[config.mk]
export PLATFORM = sky130hd
export DESIGN_NAME = imem_loader_flat
export DESIGN_NICKNAME = d
export VERILOG_FILES = /design/src/rtl/imem_loader_pkg.sv /design/src/rtl/imem_loader_if.sv /design/src/rtl/imem_loader_byte_packer.sv /design/src/rtl/imem_loader.sv /design/src/flat_wrapper.sv
export SDC_FILE = /design/constraint.sdc
export NUM_CORES = 1
export LEC_CHECK = 0
export BUFFER_PORTS_ARGS = -buffer_cell sky130_fd_sc_hd__buf_2
export CAP_MARGIN = 40
export CELL_PAD_IN_SITES_DETAIL_PLACEMENT = 2
export CELL_PAD_IN_SITES_GLOBAL_PLACEMENT = 2
export CORE_MARGIN = 5
export CORE_UTILIZATION = 27
export CTS_CLUSTER_DIAMETER = 40
export DETAILED_ROUTE_END_ITERATION = 7
export PLACE_DENSITY_LB_ADDON = 0.15
export SLEW_MARGIN = 20
export SYNTH_ARGS = -nofsm -noshare
export SYNTH_HDL_FRONTEND = slang
export SYNTH_SLANG_ARGS = --single-unit
[constraint.sdc]
create_clock -name clk -period 9.9 [get_ports clk]
set_input_delay 2.475 -clock clk [delete_from_list [all_inputs] [get_ports clk]]
set_output_delay 2.475 -clock clk [all_outputs]
set_load 0.03 [all_outputs]
[src/rtl/imem_loader_pkg.sv]
// Shared types and constants for the instruction-memory boot loader.
package imem_loader_pkg;

  typedef enum logic [2:0] {
    ST_IDLE,
    ST_HDR,
    ST_LOAD,
    ST_DONE,
    ST_ERR
  } state_e;

  localparam int HDR_BYTES  = 4;
  localparam int WORD_BYTES = 4;

endpackage

[src/rtl/imem_loader_if.sv]
// Byte-stream, instruction-memory write and status signals of the boot loader.
interface imem_loader_if #(
  parameter int ADDR_W = 32
);
  logic              start;
  logic              byte_valid;
  logic [7:0]        byte_data;
  logic              byte_ready;
  logic              imem_we;
  logic [ADDR_W-1:0] imem_addr;
  logic [31:0]       imem_wdata;
  logic              core_hold;
  logic              busy;
  logic              done;
  logic              error;
  logic [31:0]       checksum;

  modport master (
    input  start, byte_valid, byte_data,
    output byte_ready, imem_we, imem_addr, imem_wdata,
           core_hold, busy, done, error, checksum
  );

  modport slave (
    output start, byte_valid, byte_data,
    input  byte_ready, imem_we, imem_addr, imem_wdata,
           core_hold, busy, done, error, checksum
  );
endinterface

[src/rtl/imem_loader_byte_packer.sv]
// Little-endian byte-to-word assembler; word_valid_o pulses the cycle after the 4th byte.
module byte_packer
  import imem_loader_pkg::*;
(
  input  logic        clk,
  input  logic        rst_n,
  input  logic        strobe_i,
  input  logic [7:0]  byte_i,
  input  logic        clear_i,
  output logic [31:0] word_o,
  output logic        word_valid_o,
  output logic [1:0]  cnt_o,
  output logic [23:0] partial_o
);

  logic [1:0]  cnt_q;
  logic [23:0] asm_q;
  logic [31:0] word_q;
  logic        valid_q;
  logic        last;

  assign last = strobe_i && (cnt_q == 2'(WORD_BYTES - 1));

  // The 4th byte bypasses the assembly register straight into the completed word.
  always_ff @(posedge clk or negedge rst_n) begin
    if (!rst_n) begin
      cnt_q   <= '0;
      asm_q   <= '0;
      word_q  <= '0;
      valid_q <= 1'b0;
    end else if (clear_i) begin
      cnt_q   <= '0;
      asm_q   <= '0;
      valid_q <= 1'b0;
    end else begin
      valid_q <= last;
      if (strobe_i) begin
        cnt_q <= cnt_q + 2'd1;
        case (cnt_q)
          2'd0:    asm_q[7:0]   <= byte_i;
          2'd1:    asm_q[15:8]  <= byte_i;
          2'd2:    asm_q[23:16] <= byte_i;
          default: word_q       <= {byte_i, asm_q};
        endcase
      end
    end
  end

  assign word_o       = word_q;
  assign word_valid_o = valid_q;
  assign cnt_o        = cnt_q;
  assign partial_o    = asm_q;

endmodule

[src/rtl/imem_loader.sv]
// Boot loader: reads a word-count header then streams words into instruction memory.
module imem_loader
  import imem_loader_pkg::*;
#(
  parameter int DEPTH  = 256,
  parameter int ADDR_W = 32
) (
  input  logic          clk,
  input  logic          rst_n,
  imem_loader_if.master bus
);

  state_e            state_q, state_d;
  logic [31:0]       widx_q, widx_d;
  logic [31:0]       n_q, n_d;
  logic [31:0]       csum_q, csum_d;
  logic [31:0]       wdata_q;
  logic [ADDR_W-1:0] addr_q;
  logic [ADDR_W-1:0] curAddr;

  logic        byteReady;
  logic        strobe;
  logic        startAcc;
  logic        hdrLast;
  logic        lastWrite;
  logic        wordValid;
  logic [31:0] word;
  logic [31:0] hdrWord;
  logic [1:0]  cnt;
  logic [23:0] partial;

  assign startAcc  = bus.start && (state_q inside {ST_IDLE, ST_DONE, ST_ERR});
  assign strobe    = bus.byte_valid && byteReady;
  assign hdrLast   = (state_q == ST_HDR) && strobe && (cnt == 2'(HDR_BYTES - 1));
  assign hdrWord   = {bus.byte_data, partial};
  assign lastWrite = wordValid && (widx_q == n_q - 32'd1);
  // Readiness drops during the final write so no stray byte follows the image.
  assign byteReady = (state_q == ST_HDR) || ((state_q == ST_LOAD) && !lastWrite);
  assign curAddr   = ADDR_W'({widx_q[29:0], 2'b00});

  byte_packer u_packer (
    .clk          (clk),
    .rst_n        (rst_n),
    .strobe_i     (strobe),
    .byte_i       (bus.byte_data),
    .clear_i      (startAcc || hdrLast),
    .word_o       (word),
    .word_valid_o (wordValid),
    .cnt_o        (cnt),
    .partial_o    (partial)
  );

  always_comb begin
    state_d = state_q;
    widx_d  = widx_q;
    n_d     = n_q;
    csum_d  = csum_q;
    case (state_q)
      ST_IDLE, ST_DONE, ST_ERR: begin
        if (bus.start) begin
          state_d = ST_HDR;
          widx_d  = '0;
          n_d     = '0;
          csum_d  = '0;
        end
      end
      ST_HDR: begin
        if (hdrLast) begin
          n_d     = hdrWord;
          state_d = ((hdrWord == 32'd0) || (hdrWord > 32'(DEPTH))) ? ST_ERR : ST_LOAD;
        end
      end
      ST_LOAD: begin
        if (wordValid) begin
          widx_d = widx_q + 32'd1;
          csum_d = csum_q ^ word;
          if (lastWrite) state_d = ST_DONE;
        end
      end
      default: state_d = ST_IDLE;
    endcase
  end

  always_ff @(posedge clk or negedge rst_n) begin
    if (!rst_n) begin
      state_q <= ST_IDLE;
      widx_q  <= '0;
      n_q     <= '0;
      csum_q  <= '0;
      addr_q  <= '0;
      wdata_q <= '0;
    end else begin
      state_q <= state_d;
      widx_q  <= widx_d;
      n_q     <= n_d;
      csum_q  <= csum_d;
      if (wordValid) begin
        addr_q  <= curAddr;
        wdata_q <= word;
      end
    end
  end

  assign bus.byte_ready = byteReady;
  assign bus.imem_we    = wordValid;
  assign bus.imem_addr  = wordValid ? curAddr : addr_q;
  assign bus.imem_wdata = wordValid ? word : wdata_q;
  assign bus.core_hold  = state_q inside {ST_HDR, ST_LOAD, ST_ERR};
  assign bus.busy       = state_q inside {ST_HDR, ST_LOAD};
  assign bus.done       = (state_q == ST_DONE);
  assign bus.error      = (state_q == ST_ERR);
  assign bus.checksum   = csum_q;

endmodule

[src/flat_wrapper.sv]
// flat-port wrapper written by rule: the top's interface ports become plain ports
module imem_loader_flat import imem_loader_pkg::*;
#(
  parameter int DEPTH  = 256,
  parameter int ADDR_W = 32
)
  (clk, rst_n, bus_start, bus_byte_valid, bus_byte_data, bus_byte_ready, bus_imem_we, bus_imem_addr, bus_imem_wdata, bus_core_hold, bus_busy, bus_done, bus_error, bus_checksum);
  imem_loader_if #(.ADDR_W(ADDR_W)) bus_i ();
  input  logic clk;
  input  logic rst_n;
  input wire logic [$bits(bus_i.start)-1:0] bus_start;
  input wire logic [$bits(bus_i.byte_valid)-1:0] bus_byte_valid;
  input wire logic [$bits(bus_i.byte_data)-1:0] bus_byte_data;
  output wire logic [$bits(bus_i.byte_ready)-1:0] bus_byte_ready;
  output wire logic [$bits(bus_i.imem_we)-1:0] bus_imem_we;
  output wire logic [$bits(bus_i.imem_addr)-1:0] bus_imem_addr;
  output wire logic [$bits(bus_i.imem_wdata)-1:0] bus_imem_wdata;
  output wire logic [$bits(bus_i.core_hold)-1:0] bus_core_hold;
  output wire logic [$bits(bus_i.busy)-1:0] bus_busy;
  output wire logic [$bits(bus_i.done)-1:0] bus_done;
  output wire logic [$bits(bus_i.error)-1:0] bus_error;
  output wire logic [$bits(bus_i.checksum)-1:0] bus_checksum;
  assign bus_i.start = bus_start;
  assign bus_i.byte_valid = bus_byte_valid;
  assign bus_i.byte_data = bus_byte_data;
  assign bus_byte_ready = bus_i.byte_ready;
  assign bus_imem_we = bus_i.imem_we;
  assign bus_imem_addr = bus_i.imem_addr;
  assign bus_imem_wdata = bus_i.imem_wdata;
  assign bus_core_hold = bus_i.core_hold;
  assign bus_busy = bus_i.busy;
  assign bus_done = bus_i.done;
  assign bus_error = bus_i.error;
  assign bus_checksum = bus_i.checksum;
  imem_loader #(.DEPTH(DEPTH), .ADDR_W(ADDR_W)) u_core (.clk(clk), .rst_n(rst_n), .bus(bus_i));
endmodule
# Word level (Yosys, flattened, before mapping)

Index checks and enable logic that the tools add are counted.
W data, S select, Z words.

Add/subtract/negate cells: 3
Magnitude comparators: 1
Equal/unequal tests: 12
Multiplexer cells: 23
Bitwise operators: 3
Reductions and logical operators: 32

Operators with widths:

| kind                    | number |
|---|---|
| $mux W32                | 6 |
| $pmux W32 S2            | 3 |
| $mux W24                | 2 |
| $add A32 B1 Y32 const B | 1 |
| $eq A32 B32 Y1          | 1 |
| $gt A32 B9 Y1 const B   | 1 |
| $logic_not A32 Y1       | 1 |
| $sub A32 B1 Y32 const B | 1 |
| $xor A32 B32 Y32        | 1 |
| $mux W8                 | 3 |
| $mux W3                 | 5 |
| $reduce_bool A2 Y1      | 7 |
| $pmux W3 S3             | 1 |
| $reduce_and A3 Y1       | 3 |
| $logic_and A1 B1 Y1     | 7 |
| $eq A3 B2 Y1 const B    | 2 |
| $reduce_and A2 Y1       | 3 |
| $reduce_bool A3 Y1      | 2 |
| $reduce_or A3 Y1        | 2 |
| $eq A2 B2 Y1 const B    | 2 |
| $mux W2                 | 2 |
| $ne A2 B1 Y1 const B    | 2 |
| $ne A2 B2 Y1 const B    | 2 |
| $reduce_and A4 Y1       | 1 |
| other kinds (10)        | 13 |

Register bits after elaboration: 222
Input port bits: 12
Output and inout port bits: 102
Logic and storage cells: 86

# Longest topological paths before layout

Gate-level depths: netlist of run 1.

Word-level depth: 12
Mapped depth: 13
Depth with buffers taken out: 11

# By module

A second synthesis of run 1 with hierarchy kept.

Cells, all modules: 990
Area total of the unflattened synthesis: 10,691.5 sq um

Modules (own cells, without submodules):

| module      | times used | cells an instance | area each (sq um) | seq. area each (sq um) |
|---|---|---|---|---|
| imem_loader | 1          | 796               | 8,030.2           | 4,078.9 |
| byte_packer | 1          | 194               | 2,661.3           | 1,476.4 |

# Worst setup path before layout of run 1

No wires, ideal clock.

Path kind: register to output
Start: reg u_core.n_q[17]
End: out bus_byte_ready
Arrival time: 2.989 ns
Required time: 7.425 ns
Setup slack: 4.436 ns
Cell stages (with the launch flop): 12
Buffers on the path: 2
Path through: dfrtp_1 > buf_2 > or4_4 > or4_1 > buf_2 > nor4b_4 > mux2i_1 > o31a_1 > nor3_1 > and4b_4 > o21a_1 > nor2_1

Cells in the longest elaborated chain, start to end: 6

RTL lines:

| element                | RTL line           | RTL |
|---|---|---|
| from (decl)            | imem_loader.sv:15  | `logic [31:0] n_q, n_d;` |
| from (signal assigned) | imem_loader.sv:95  | `n_q <= n_d;` |
| $sub A32 B1 Y32        | imem_loader.sv:36  | `assign lastWrite = wordValid && (widx_q == n_q - 32'd1);` |
| $eq A32 B32 Y1         | imem_loader.sv:36  |  |
| $logic_and A1 B1 Y1    | imem_loader.sv:36  |  |
| $logic_not A1 Y1       | imem_loader.sv:38  | `assign byteReady = (state_q == ST_HDR) \|\| ((state_q == ST_LOAD) && !lastWrite);` |
| $logic_and A1 B1 Y1    | imem_loader.sv:38  |  |
| $logic_or A1 B1 Y1     | imem_loader.sv:38  |  |
| to (decl)              | flat_wrapper.sv:14 | `output wire logic [$bits(bus_i.byte_ready)-1:0] bus_byte_ready;` |

Every way passes these cells.

# Final worst setup path of run 1

Start: reg u_core.n_q[2]
End: out bus_byte_ready

The elaborated chain is that of the path after synthesis.

==> results of run 1 <==
## report_power, final
part / leakage [nW] / total [W] / switching (W) / internal [W]
clock: 0.700 / 0.00145 / 0.000509 / 0.000940
sequential: 3.06 / 0.00122 / 0.000199 / 0.00102
combinational: 2.70 / 0.00103 / 0.000640 / 0.000388
total: 6.46 / 0.00370 / 0.00135 / 0.00235
## path summary, 6_finish.rpt
check,to,start
max in group asynchronous,u_core.wdata_q[28]$_DFF_PN0_,rst_n
min in group asynchronous,u_core.addr_q[7]$_DFF_PN0_,rst_n
worst min register to register,u_core.wdata_q[9]$_DFF_PN0_,u_core.wdata_q[9]$_DFF_PN0_
worst min-delay path,u_core.wdata_q[9]$_DFF_PN0_,u_core.wdata_q[9]$_DFF_PN0_
worst max-delay path,bus_byte_ready,u_core.n_q[2]$_DFFE_PN0P_
worst max register to register,u_core.widx_q[27]$_DFFE_PN0P_,u_core.u_packer.word_valid_o$_DFF_PN0_
## logic make-up (layout without fill, tap and decap cells)
family                     count (synthesis)  count (layout)  synth area share [%]
xor gates and xnor gates                  97              97                  8.12
buffers and inverters                     70             213                  2.76
DFF                                      222             222                  53.1
muxes                                    124             124                  13.0
and+or+nand+nor                          378             378                  17.3
adders and majority gates                  6               6                 0.717
AOI/OAI and AO/OA                         88              88                  5.02
## synthesized netlist by cell type (5+ instances only)
cell / n
nor4_1: 23
nor2_1: 89
and3_1: 6
mux2_2: 66
a21oi_1: 9
mux2i_1: 28
nor3_1: 16
inv_1: 13
nand2b_1: 6
o21ai_0: 50
nand4_1: 15
buf_1: 6
xnor2_1: 28
nand3_1: 21
clkbuf_1: 45
nand2_1: 154
or3_1: 11
mux2_1: 30
nor2b_1: 5
dfrtp_1: 222
xor2_1: 69
ha_1: 6
## worst max-delay path, cell delays in order, from the launching register on
cell and delay (ns):
dfrtp_1 0.48, nor4_4 0.52, nand4_1 0.48, nor4b_1 0.52
xnor2_1 0.16, nand2_1 0.09, nor4_1 0.35, and4b_4 0.33
o21a_1 0.12, nor2_1 0.04, buf_2 0.19
## metal layers
layer | vias to the layer above | GRT usage (%) | wire length (microns)
met1 | 3886 | 20.3 | 14500
met5 | - | 0 | 27
li1 | 3603 | - | -
met3 | 44 | 3.50 | 1350
met2 | 119 | 24.5 | 14800
met4 | 4 | 4.60 | 633
## metrics by stage
step / util [%] / setup WS (ns) / area, sq um / total power, W
after floorplan: - / 4.44 / 10500 / 0.00191
after global placement: 30.0 / 4.18 / 11500 / 0.00224
after detailed placement: 30.2 / 4.09 / 11600 / 0.00228
after CTS: 34.0 / 3.49 / 13100 / 0.00378
after global routing: 34.0 / 3.28 / 13100 / 0.00395
final: 34.0 / 3.58 / 13100 / 0.00370
## layout make-up
class,count,area [sq um]
clock buffers,55,1200
clock inverters,21,245
fillers,4180,25400
inverters,13,48.8
multi-input cells,693,4660
flip-flops and latches,222,5560
well taps,518,648
repair buffers,124,718
## flip-flops by register name (all words and copies together), names as in the netlist
register                      flops
u_core.addr_q                    32
u_core.bus.checksum              32
u_core.n_q                       32
u_core.state_q                    3
u_core.u_packer.cnt_o             2
u_core.u_packer.partial_o        24
u_core.u_packer.word_o           32
u_core.u_packer.word_valid_o      1
u_core.wdata_q                   32
u_core.widx_q                    32
==> results.yml, run 1 <==
setup_path:
  critPathRequiredTime_ns: 7.43
  critical_path_class: "reg2out"
  path_max_fanout: 9
  reg2reg_depth: 10
  reg2reg_slack_ns: 5.90
  cp-end-kind: "output port"
  cp-start-kind: "flop"
  crit_arrival_ns: 3.84
floorplan:
  rows: 72
  die_x_microns: 207
  die_height_microns: 207
  core-area_sq_um: 38500
  start_util_pct: 27.2
  ios: 114
  dieArea_sq_um: 42800
sta:
  maxSlewHeadroom_pct: 40.0
  hold_slack_ns: 0.489
  rsz0062_at_grt: "false"
  setup_tns_ns: 0
  min_period_ns: 6.32
  skew_ns: 0.0131
  tightest_slew_ns: 0.900
  fmax_ghz: 0.158
  setup_viol: 0
  final_max_slew_viol_count: 0
  finalCritPeriodShare_pct: 63.8
  finalHoldViolCount: 0
clock_network:
  clock_sinks: 222
  cts_buffers: 43
  ctsResizeCount: 0
  cts_hold_buf: 0
  clockBufferDepth: 3
  clkLatencyLatePin_ns: 0.56
  clkTransAtPathRegs_ns: 0.05
  post_cts_buffers: 0
  cts_tree: "yes"
  h-tree-depth: 2
  cts-root-buf: "clkbuf_16"
route:
  wire_per_inst_microns: 19.1
  drc: 0
  vias: 7656
  routed_wl_mm: 31.4
  ant_nets: 0
  drt_iter0_markers: 191
  first_pass_iters: 4
  viasPerCell: 4.65
cells_and_area:
  antenna_cells: 0
  layout_common_cells: "dfrtp_1 (221), nand2_1 (154), buf_2 (112), nor2_1 (87), xor2_1 (69)"
  nets: 1115
  drive_gt1_share_pct: 24.7
  final_cells: 1646
  layout_commonest_cell: "dfrtp_1"
  synthToLayoutAreaGrowth_pct: 24.9
placement:
  place_congestion: 0.808
  placed_cells: 1570
  dp_hpwl_mm: 21.7
  portBuffers: 113
pwr:
  power_density_nw_per_um2: 283
  ir_worst_vdd_mv: 0.119
  power.leakage_nw: 6.46
yosys:
  synth_top_area_cell: "dfrtp_1"
  synth_edf_count: 0
  synth.cell_area_sq_um: 10500
  ys_ff_latch: 222
  synth_top_flop_cell: "dfrtp_1"
  ys_top_cells_by_area: "dfrtp_1 (53%), mux2_2 (7.1%), xor2_1 (5.8%)"
  ys_warn_count: 0
  postSynthAreaPerCell_sq_um: 10.6
  syn_inst: 985
  synth_top_area_share_pct: 53.1
  ys_seq_area_share_pct: 53.1
  synth_nets: 1003
  ys_async_sr_fraction_pct: 100
  yosys.cell_types.count: 54
grt:
  grt_max_degree: 105
  antenna_found_initial: 2
  grtUsageTotal_pct: 15.1
  grt_pass1_wl_mm: 50.9
  grt.overflow.total: 0
  first_global_vias: 8632
hold_path:
  hold_depth: 1
  holdCritPathClass: "reg2reg"
flow_run:
  cap_violations: 0
outcome:
  status: "complete, no violations"
(Power assumes the default switching activity.)
==> inputs of run 2 (changes only) <==
==> constraint.sdc (replaced) <==
create_clock -name clk -period 5.85 [get_ports clk]
set_input_delay 1.4625 -clock clk [delete_from_list [all_inputs] [get_ports clk]]
set_output_delay 1.4625 -clock clk [all_outputs]
set_load 0.03 [all_outputs]
==> run 2 against run 1 <==
Sequential share of layout area fell by 0.84 points. Flip-flop and latch count is the same. Critical path depth stayed put.
==> results.yml, run 2 (synthesis results as in run 1) <==
cells_and_area:
  nets: 1120
  drive_gt1_share_pct: 25.9
  final_cells: 1659
  design_area_sq_um: 13300
  antenna_cells: 0
  synthToLayoutAreaGrowth_pct: 27.4
  final_util_pct: 34.7
  layout_commonest_cell: "dfrtp_1"
  layout_common_cells: "dfrtp_1 (221), nand2_1 (154), buf_2 (112), nor2_1 (87), xor2_1 (69)"
setup_path:
  cp-end-kind: "output port"
  crit_path_frequent_cell: "nor4_1"
  critical_path.slowest_cell: "nor4_4"
  reg2reg_from: "u_core.n_q[17]$_DFFE_PN0P_"
  worstReg2RegEnd: "u_core.u_packer.word_o[26]$_DFFE_PN0P_"
  path_max_fanout: 9
  cp_num_buf_inv: 1
  critPathTopFamily: "simple AND/OR/NAND/NOR gates"
  path_cells: "nor4_4 > nand4_1 > nor4_1 > xnor2_1 > nand2_1 > nor4_1 > and4b_4 > o21a_1 > nor2_1 > buf_2"
  reg2reg_depth: 10
  cp-endpoint: "bus_byte_ready"
  cp-start-kind: "flop"
  critPathLaunch: "u_core.n_q[2]$_DFFE_PN0P_"
  critical_path_class: "reg2out"
  critPathMaxStageDelay_ns: 0.54
  crit_arrival_ns: 3.84
  reg2reg_slack_ns: 2.00
  critPathRequiredTime_ns: 4.39
  critical_path_depth: 10
floorplan:
  die_x_microns: 207
  rows: 72
  start_util_pct: 27.2
  die_height_microns: 207
  dieArea_sq_um: 42800
  ios: 114
  core-area_sq_um: 38500
route:
  drt_iter0_markers: 233
  vias: 7703
  ant_nets: 0
  viasPerCell: 4.64
  drc: 0
  routed_wl_mm: 32.0
  first_pass_iters: 4
  wire_per_inst_microns: 19.3
sta:
  min_period_ns: 5.30
  fmax_ghz: 0.189
  final_max_slew_viol_count: 0
  skew_ns: 0.0337
  setup_tns_ns: 0
  tightest_slew_ns: 0.738
  rsz0062_at_grt: "false"
  maxSlewHeadroom_pct: 50.1
  setup_viol: 0
  finalHoldViolCount: 0
  finalCritPeriodShare_pct: 90.6
  hold_slack_ns: 0.489
placement:
  placed_cells: 1571
  dp_hpwl_mm: 22.1
  placed_area_sq_um: 11600
  place_congestion: 0.815
  portBuffers: 113
grt:
  grt.overflow.total: 0
  grt_pass1_wl_mm: 51.5
  grt_max_degree: 88
  grtUsageTotal_pct: 15.4
  antenna_found_initial: 2
  first_global_vias: 8777
clock_network:
  h-tree-depth: 2
  clkLatencyLatePin_ns: 0.57
  clockBufferDepth: 3
  cts_tree: "yes"
  ctsResizeCount: 0
  clkTransAtPathRegs_ns: 0.05
  post_cts_buffers: 0
  cts-root-buf: "clkbuf_16"
  cts_buffers: 47
  clock_sinks: 222
  cts_hold_buf: 0
pwr:
  power_density_nw_per_um2: 501
  power.leakage_nw: 6.58
  ir_worst_vdd_mv: 0.193
outcome:
  status: "complete, no violations"
hold_path:
  holdCritPathClass: "reg2reg"
  min_from: "u_core.wdata_q[13]$_DFF_PN0_"
flow_run:
  cap_violations: 0
run 2: worst register-to-register path, cell delays in order, from the launching register on:
cell and delay, ns:
dfrtp_1 0.47, or4_4 0.60, or4_1 0.59, nor4b_4 0.31, mux2i_1 0.24, o31a_1 0.18, nor3_1 0.06, and4b_4 0.22
nor4_4 0.20, buf_4 0.47, mux2_1 0.40
run 2: how the worst min path moves through the flow:
| stage | endpoint | slack [ns] | cells after the start |
|---|---|---|---|
| floorplan | u_core.n_q[31]$_DFFE_PN0P_ | 0.47 | 2 |
| global placement | u_core.wdata_q[9]$_DFF_PN0_ | 0.48 | 1 |
| detailed placement | u_core.wdata_q[13]$_DFF_PN0_ | 0.48 | 1 |
| CTS | u_core.wdata_q[13]$_DFF_PN0_ | 0.49 | 1 |
| global route | u_core.wdata_q[1]$_DFF_PN0_ | 0.50 | 1 |
| finish | u_core.wdata_q[13]$_DFF_PN0_ | 0.49 | 1 |
run 2: area by class of cell:
type / instances / area [sq um]
Clock buffer: 51 / 1230
Clock inverter: 37 / 478
Fill cell: 4179 / 25100
Inverter: 13 / 48.8
Multi-Input combinational cell: 693 / 4650
Sequential cell: 222 / 5560
Tap cell: 518 / 648
Timing Repair Buffer: 125 / 723
run 2: metal layers:
| metal | up-vias | GRT usage (%) | share of wire (%) |
|---|---|---|---|
| met4 | 4 | 4.53 | 2.5 |
| met3 | 59 | 3.77 | 4.1 |
| met2 | 127 | 25.2 | 47 |
| li1 | 3618 | - | - |
| met1 | 3895 | 20.3 | 46 |
| met5 | - | 0 | 0.078 |
run 2: per-stage QoR:
step / setup slack (ns) / power, W
floorplan: 1.40 / 0.00324
global placement: 1.15 / 0.00381
detailed placement: 1.10 / 0.00386
CTS: 0.487 / 0.00681
global route: 0.221 / 0.00709
finish: 0.552 / 0.00669
run 2: power by group:
part / internal [W] / switching, W / leakage, nW / total (W)
Clock: 0.00193 / 0.000942 / 0.821 / 0.00287
Sequential: 0.00172 / 0.000340 / 3.06 / 0.00206
Combinational: 0.000652 / 0.00110 / 2.70 / 0.00175
Total: 0.00431 / 0.00238 / 6.58 / 0.00669
